==> config.mk <==
export PLATFORM = sky130hd
export DESIGN_NAME = opponent_state_tracker
export DESIGN_NICKNAME = d
export VERILOG_FILES = /design/src/rtl/opponent_state_tracker.sv
export SDC_FILE = /design/constraint.sdc
export NUM_CORES = 1
export LEC_CHECK = 0
export ABC_AREA = 1
export CORE_MARGIN = 2
export CORE_UTILIZATION = 38
export CTS_CLUSTER_DIAMETER = 50
export CTS_CLUSTER_SIZE = 8
export DETAILED_ROUTE_END_ITERATION = 10
export GPL_TIMING_DRIVEN = 0
export PLACE_DENSITY = 0.67
export SLEW_MARGIN = 0
export SYNTH_ARGS = -nofsm -noshare
export SYNTH_HDL_FRONTEND = slang
export SYNTH_SLANG_ARGS = --single-unit
==> constraint.sdc <==
create_clock -name clk_in -period 6.66 [get_ports clk_in]
set_input_delay 0.999 -clock clk_in [delete_from_list [all_inputs] [get_ports clk_in]]
set_output_delay 0.999 -clock clk_in [all_outputs]
set_load 0.01 [all_outputs]
==> src/rtl/opponent_state_tracker.sv <==
// rtl/opponent_state_tracker.sv - validates opponent words, holds and frame-publishes opponent kart state
//
// Purpose:
//   Takes 44-bit opponent words from the Ethernet receive path on eth_refclk.
//   It drops all-zero words, rejects malformed or out-of-range words, and keeps
//   the last good state in shadow registers. It copies that state to the viewer
//   outputs only on frame_start_in, so a displayed frame never mixes two packets.
//   It also tracks link liveness with a timeout, and turns the opponent's reset
//   request bit into a single-cycle pulse.
//
// Ports:
//   clk_in              eth_refclk (50 MHz)
//   rst_in              asynchronous, active-high reset
//   axiiv               word valid from the receive block
//   axiid[43:0]         opponent word: x[43:33] y[31:21] dir[19:11] game[7:5] rst[3]
//   frame_start_in      one-cycle pulse at the start of each displayed frame
//   opp_x_out[10:0]     published opponent x
//   opp_y_out[10:0]     published opponent y
//   opp_dir_out[8:0]    published opponent direction (degrees)
//   opp_game_out[2:0]   published game status
//   opp_reset_pulse_out one-cycle pulse on a new reset request
//   link_up_out         high while good words keep arriving
//   good_count_out      accepted-word counter, saturating
//   bad_count_out       rejected-word counter, saturating

module opponent_state_tracker #(
  parameter int TRACK_W        = 512,
  parameter int TRACK_H        = 512,
  parameter int DIR_MAX        = 360,
  parameter int TIMEOUT_CYCLES = 5000000
) (
  input  logic        clk_in,
  input  logic        rst_in,
  input  logic        axiiv,
  input  logic [43:0] axiid,
  input  logic        frame_start_in,
  output logic [10:0] opp_x_out,
  output logic [10:0] opp_y_out,
  output logic [8:0]  opp_dir_out,
  output logic [2:0]  opp_game_out,
  output logic        opp_reset_pulse_out,
  output logic        link_up_out,
  output logic [15:0] good_count_out,
  output logic [15:0] bad_count_out
);

  localparam logic [31:0] X_LIMIT     = 32'(TRACK_W);
  localparam logic [31:0] Y_LIMIT     = 32'(TRACK_H);
  localparam logic [31:0] DIR_LIMIT   = 32'(DIR_MAX);
  localparam logic [22:0] TIMEOUT_MAX = 23'(TIMEOUT_CYCLES);
  localparam logic [15:0] COUNT_MAX   = 16'hFFFF;

  typedef enum logic {
    LINK_DOWN = 1'b0,
    LINK_UP   = 1'b1
  } link_state_t;

  link_state_t state, state_next;

  // Word field extraction
  logic [10:0] w_x;
  logic [10:0] w_y;
  logic [8:0]  w_dir;
  logic [2:0]  w_game;
  logic        w_rst;
  logic [8:0]  w_spare;

  assign w_x     = axiid[43:33];
  assign w_y     = axiid[31:21];
  assign w_dir   = axiid[19:11];
  assign w_game  = axiid[7:5];
  assign w_rst   = axiid[3];
  assign w_spare = {axiid[32], axiid[20], axiid[10:8], axiid[4], axiid[2:0]};

  // Classification
  logic word_nonzero;
  logic fields_ok;
  logic good_word;
  logic bad_word;

  assign word_nonzero = |axiid;
  assign fields_ok    = (32'(w_x) < X_LIMIT) && (32'(w_y) < Y_LIMIT) &&
                        (32'(w_dir) < DIR_LIMIT) && (w_spare == 9'd0);
  assign good_word    = axiiv && word_nonzero && fields_ok;
  assign bad_word     = axiiv && word_nonzero && !fields_ok;

  // Shadow (last good word) and bookkeeping registers
  logic [10:0] shadow_x;
  logic [10:0] shadow_y;
  logic [8:0]  shadow_dir;
  logic [2:0]  shadow_game;
  logic        prev_rst;
  logic [22:0] timeout_cnt;
  logic [22:0] timeout_cnt_next;
  logic        timeout_reached;

  // The timeout counter restarts on every good word. Otherwise it climbs and
  // parks at TIMEOUT_MAX. The link drops on the edge that lands it there.
  always_comb begin
    timeout_cnt_next = timeout_cnt;
    if (good_word) begin
      timeout_cnt_next = 23'd0;
    end else if (timeout_cnt != TIMEOUT_MAX) begin
      timeout_cnt_next = timeout_cnt + 23'd1;
    end
  end

  assign timeout_reached = !good_word && (timeout_cnt_next == TIMEOUT_MAX);

  // Link state machine: next-state logic
  always_comb begin
    state_next = state;
    case (state)
      LINK_DOWN: if (good_word)       state_next = LINK_UP;
      LINK_UP:   if (timeout_reached) state_next = LINK_DOWN;
      default:                        state_next = LINK_DOWN;
    endcase
  end

  // Link state machine: state register
  always_ff @(posedge clk_in or posedge rst_in) begin
    if (rst_in) begin
      state <= LINK_DOWN;
    end else begin
      state <= state_next;
    end
  end

  assign link_up_out = (state == LINK_UP);

  // Timeout counter and reset-request edge tracking
  always_ff @(posedge clk_in or posedge rst_in) begin
    if (rst_in) begin
      timeout_cnt         <= 23'd0;
      prev_rst            <= 1'b0;
      opp_reset_pulse_out <= 1'b0;
    end else begin
      timeout_cnt         <= timeout_cnt_next;
      // Pulse only on a 0->1 change of the rst bit across good words.
      opp_reset_pulse_out <= good_word && w_rst && !prev_rst;
      if (good_word) begin
        prev_rst <= w_rst;
      end else if (timeout_reached) begin
        // Re-arm after a link loss, so a reconnecting opponent's reset request is seen.
        prev_rst <= 1'b0;
      end
    end
  end

  // Shadow registers
  always_ff @(posedge clk_in or posedge rst_in) begin
    if (rst_in) begin
      shadow_x    <= 11'd0;
      shadow_y    <= 11'd0;
      shadow_dir  <= 9'd0;
      shadow_game <= 3'd0;
    end else if (good_word) begin
      shadow_x    <= w_x;
      shadow_y    <= w_y;
      shadow_dir  <= w_dir;
      shadow_game <= w_game;
    end
  end

  // Publish the shadow only at frame start. A word accepted on the same edge is
  // not yet in the shadow, so it waits for the next frame.
  always_ff @(posedge clk_in or posedge rst_in) begin
    if (rst_in) begin
      opp_x_out    <= 11'd0;
      opp_y_out    <= 11'd0;
      opp_dir_out  <= 9'd0;
      opp_game_out <= 3'd0;
    end else if (frame_start_in) begin
      opp_x_out    <= shadow_x;
      opp_y_out    <= shadow_y;
      opp_dir_out  <= shadow_dir;
      opp_game_out <= shadow_game;
    end
  end

  // Saturating word counters
  always_ff @(posedge clk_in or posedge rst_in) begin
    if (rst_in) begin
      good_count_out <= 16'd0;
      bad_count_out  <= 16'd0;
    end else begin
      if (good_word && (good_count_out != COUNT_MAX)) begin
        good_count_out <= good_count_out + 16'd1;
      end
      if (bad_word && (bad_count_out != COUNT_MAX)) begin
        bad_count_out <= bad_count_out + 16'd1;
      end
    end
  end

endmodule

==> impl_metrics.ini <==
[run_status]
status = complete, no violations

[power]
p_leak_nw = 3.99
finalPower_w = 0.00207
power_density_nw_per_um2 = 251
peakVddDrop_uv = 171

[synth]
synth_warnings = 0
synth_top_area_share_pct = 50.6
synthSimpleGateAreaFrac_pct = 29.0
yosys.area.top_type = dfrtp_1
synth_fa_ha_area_share_pct = 0.804
synthTopCellsByCount = nand2_1 (251), dfrtp_1 (126), nor2_1 (90)
synth_compound_area_share_pct = 1.77
synth_enable_flop_cells = 0
yosys_most_used_dff = dfrtp_1
synth_most_common_cell = nand2_1
syn_nets = 803
synth-seq-cells = 126
yosysUniqueCellTypes = 29
syn_area_per_cell_um2 = 8.29
synth_cells = 751
netlist_area_um2 = 6230
async_flop_share_pct = 100
synth_mux_area_share_pct = 6.15
yosys.area_share.xor_xnor_pct = 5.06
synth_area_leaders = dfrtp_1 (51%), nand2_1 (15%), mux2_2 (6.1%)
ys_seq_area_share_pct = 50.6
synth_top_family_by_area = simple AND/OR/NAND/NOR gates

[global_routing]
first_global_vias = 5092
overflow = 0
grt_pass1_wl_um = 26000
grt_max_degree = 91
antenna_found_initial = 0
grt_use_total_pct = 18.7

[floorplan]
dieHeight_um = 132
fp.dieArea_um2 = 17400
start_util_pct = 39.1
core_area_um2 = 15900
std_cell_rows = 46
die_w_um = 132
io_pins = 116

[hold_path]
hold_path_class = flip-flop to flip-flop

[clock_network]
cts_max_level = 4
clock_path_buffers = 2
worstSkewPairLatency_ps = 410
cts_root_buffer = clkbuf_16
path_clk_slew_ps = 60
ctsResizeCount = 0
cts_num_sinks = 126
post_cts_buffers = 0
numCtsBuffers = 17
cts_tree = done
cts.hold.buffers_added = 0

[critical_path]
cp-start-kind = input port
cp-startpoint = axiid[43]
cp.depth = 11
critPathKind = input port to flip-flop
slowest_stage = clkbuf_1
path_cells = clkdlybuf4s50_1 > nor2_1 > nand2_1 > nor2_1 > nand3_1 > nor2_2 > nand3_2 > inv_1 > clkbuf_1 > nand2_1 > nand2_1
cp.required_ps = 7010
rr_worst_depth = 12
crit_path_frequent_cell = nand2_1
r2r_end = link_up_out$_DFF_PP0_
r2r_slack_ps = 4410
worstPathArrival_ps = 3220
critPathBufInv = 3
regToRegStartpoint = timeout_cnt[0]$_DFF_PP0_
critPathMaxStageDelay_ps = 460
crit_family = simple AND/OR/NAND/NOR gates
endpoint = shadow_dir[0]$_DFFE_PP0N_
crit_path_end_kind = flip-flop
crit_path_max_fanout = 10

[finish]
drive_gt1_share_pct = 9.47
syn_to_final_growth_pct = 32.5
fin_nets = 937
final-seq-area_um2 = 3150
antennaDiodeCount = 0
n_fill_cell = 1536
multi_input_area_um2 = 2670

[detailed_routing]
first_pass_iters = 4
initialDrtViolationCount = 310
vias = 5260
drcViolationCount = 0
wire_per_inst_um = 13.9
ant_nets = 0
viasPerCell = 4.72
wl_um = 15500

[sta]
rsz0062_at_grt = no
drv_slew = 0
slew_headroom_pct = 48.7
tns_ps = 0
worst_pin_slew_ps = 769
period_minus_slack_ps = 2870
hold_violations = 0
setup_violations = 0
timing.fmax_mhz = 349
fin_crit_sh_pct = 43.0
finalClockSkew_ps = 6.61

[run]
maxCapViolations = 0

[placement]
dp_hpwl_um = 11400
io_buffers = 114
gp_congestion = 0.894
## metal layers
layer | GRT usage [%] | part of all wire (%) | vias up
li1 | - | - | 2632
met1 | 25.7 | 47 | 2469
met2 | 29.1 | 45 | 143
met3 | 4.69 | 5.9 | 16
met4 | 5.92 | 1.4 | 0
met5 | 0 | 0 | -
## placed cells by master (no fill, tap or decap), types with 5 or more instances in the layout
cell type,count
nor4_1,7
nand4_1,22
nand3_1,36
nand2_1,251
inv_1,85
dfrtp_1,126
nor2_1,90
clkbuf_16,17
clkbuf_1,8
nor3_1,11
mux2_2,34
clkinvlp_4,5
xnor2_1,9
o21ai_0,13
clkdlybuf4s50_1,114
xor2_1,27
## registers in the layout, summed over array words and instances, names as in the netlist, 3 cells and up
signal and cells:
opp_x_out 11, opp_game_out 3, shadow_dir 9, shadow_game 3, opp_dir_out 9, good_count_out 16
bad_count_out 16, opp_y_out 11, shadow_x 11, timeout_cnt 23, shadow_y 11
## worst min-delay path by stage
stage	start	endpoint	slack, ps	depth (start not counted)
6_report	prev_rst$_DFFE_PP0P_	opp_reset_pulse_out$_DFF_PP0_	430	1
5_1_grt	prev_rst$_DFFE_PP0P_	opp_reset_pulse_out$_DFF_PP0_	450	1
4_1_cts	prev_rst$_DFFE_PP0P_	opp_reset_pulse_out$_DFF_PP0_	430	1
3_5_place_dp	prev_rst$_DFFE_PP0P_	opp_reset_pulse_out$_DFF_PP0_	420	1
3_3_place_gp	prev_rst$_DFFE_PP0P_	opp_reset_pulse_out$_DFF_PP0_	420	1
2_1_floorplan	prev_rst$_DFFE_PP0P_	opp_reset_pulse_out$_DFF_PP0_	400	1
## metrics by stage
step	hold slack [ps]	cells	worst slack (ps)	utilization [%]	area, µm²
floorplan	402	751	2310	-	6230
global placement	420	1081	456	47.9	7640
detailed placement	421	1082	3350	48.1	7670
CTS	432	1114	3760	51.8	8250
global route	446	1114	3550	51.8	8250
finish	434	1114	3790	51.8	8250
## where the power goes
group | internal (W) | leakage [nW] | total (W) | switching [W]
logic | 0.000133 | 2.02 | 0.000286 | 0.000153
registers | 0.000811 | 1.70 | 0.000874 | 0.0000624
clock network | 0.000562 | 0.269 | 0.000912 | 0.000350
## cells by family (layout without fill, tap and decap cells)
group           after synthesis  in the layout
simple gates                431            431
flops                       126            126
buf+inv                     102            249
xor+xnor                     36             36
mux                          34             34
compound gates               18             18
fa+ha+maj                     4              4
## cell type report
class                   count  area share (%)
plain buffers              16            1.06
clock buffers              20            5.41
clock inverters            12            1.62
inverters                  86            3.97
multi-input cells         523            32.3
flip-flops and latches    126            38.2
well taps                 216            3.27
repair buffers            115            14.2
No activity file was read; power rests on OpenSTA's default activity.
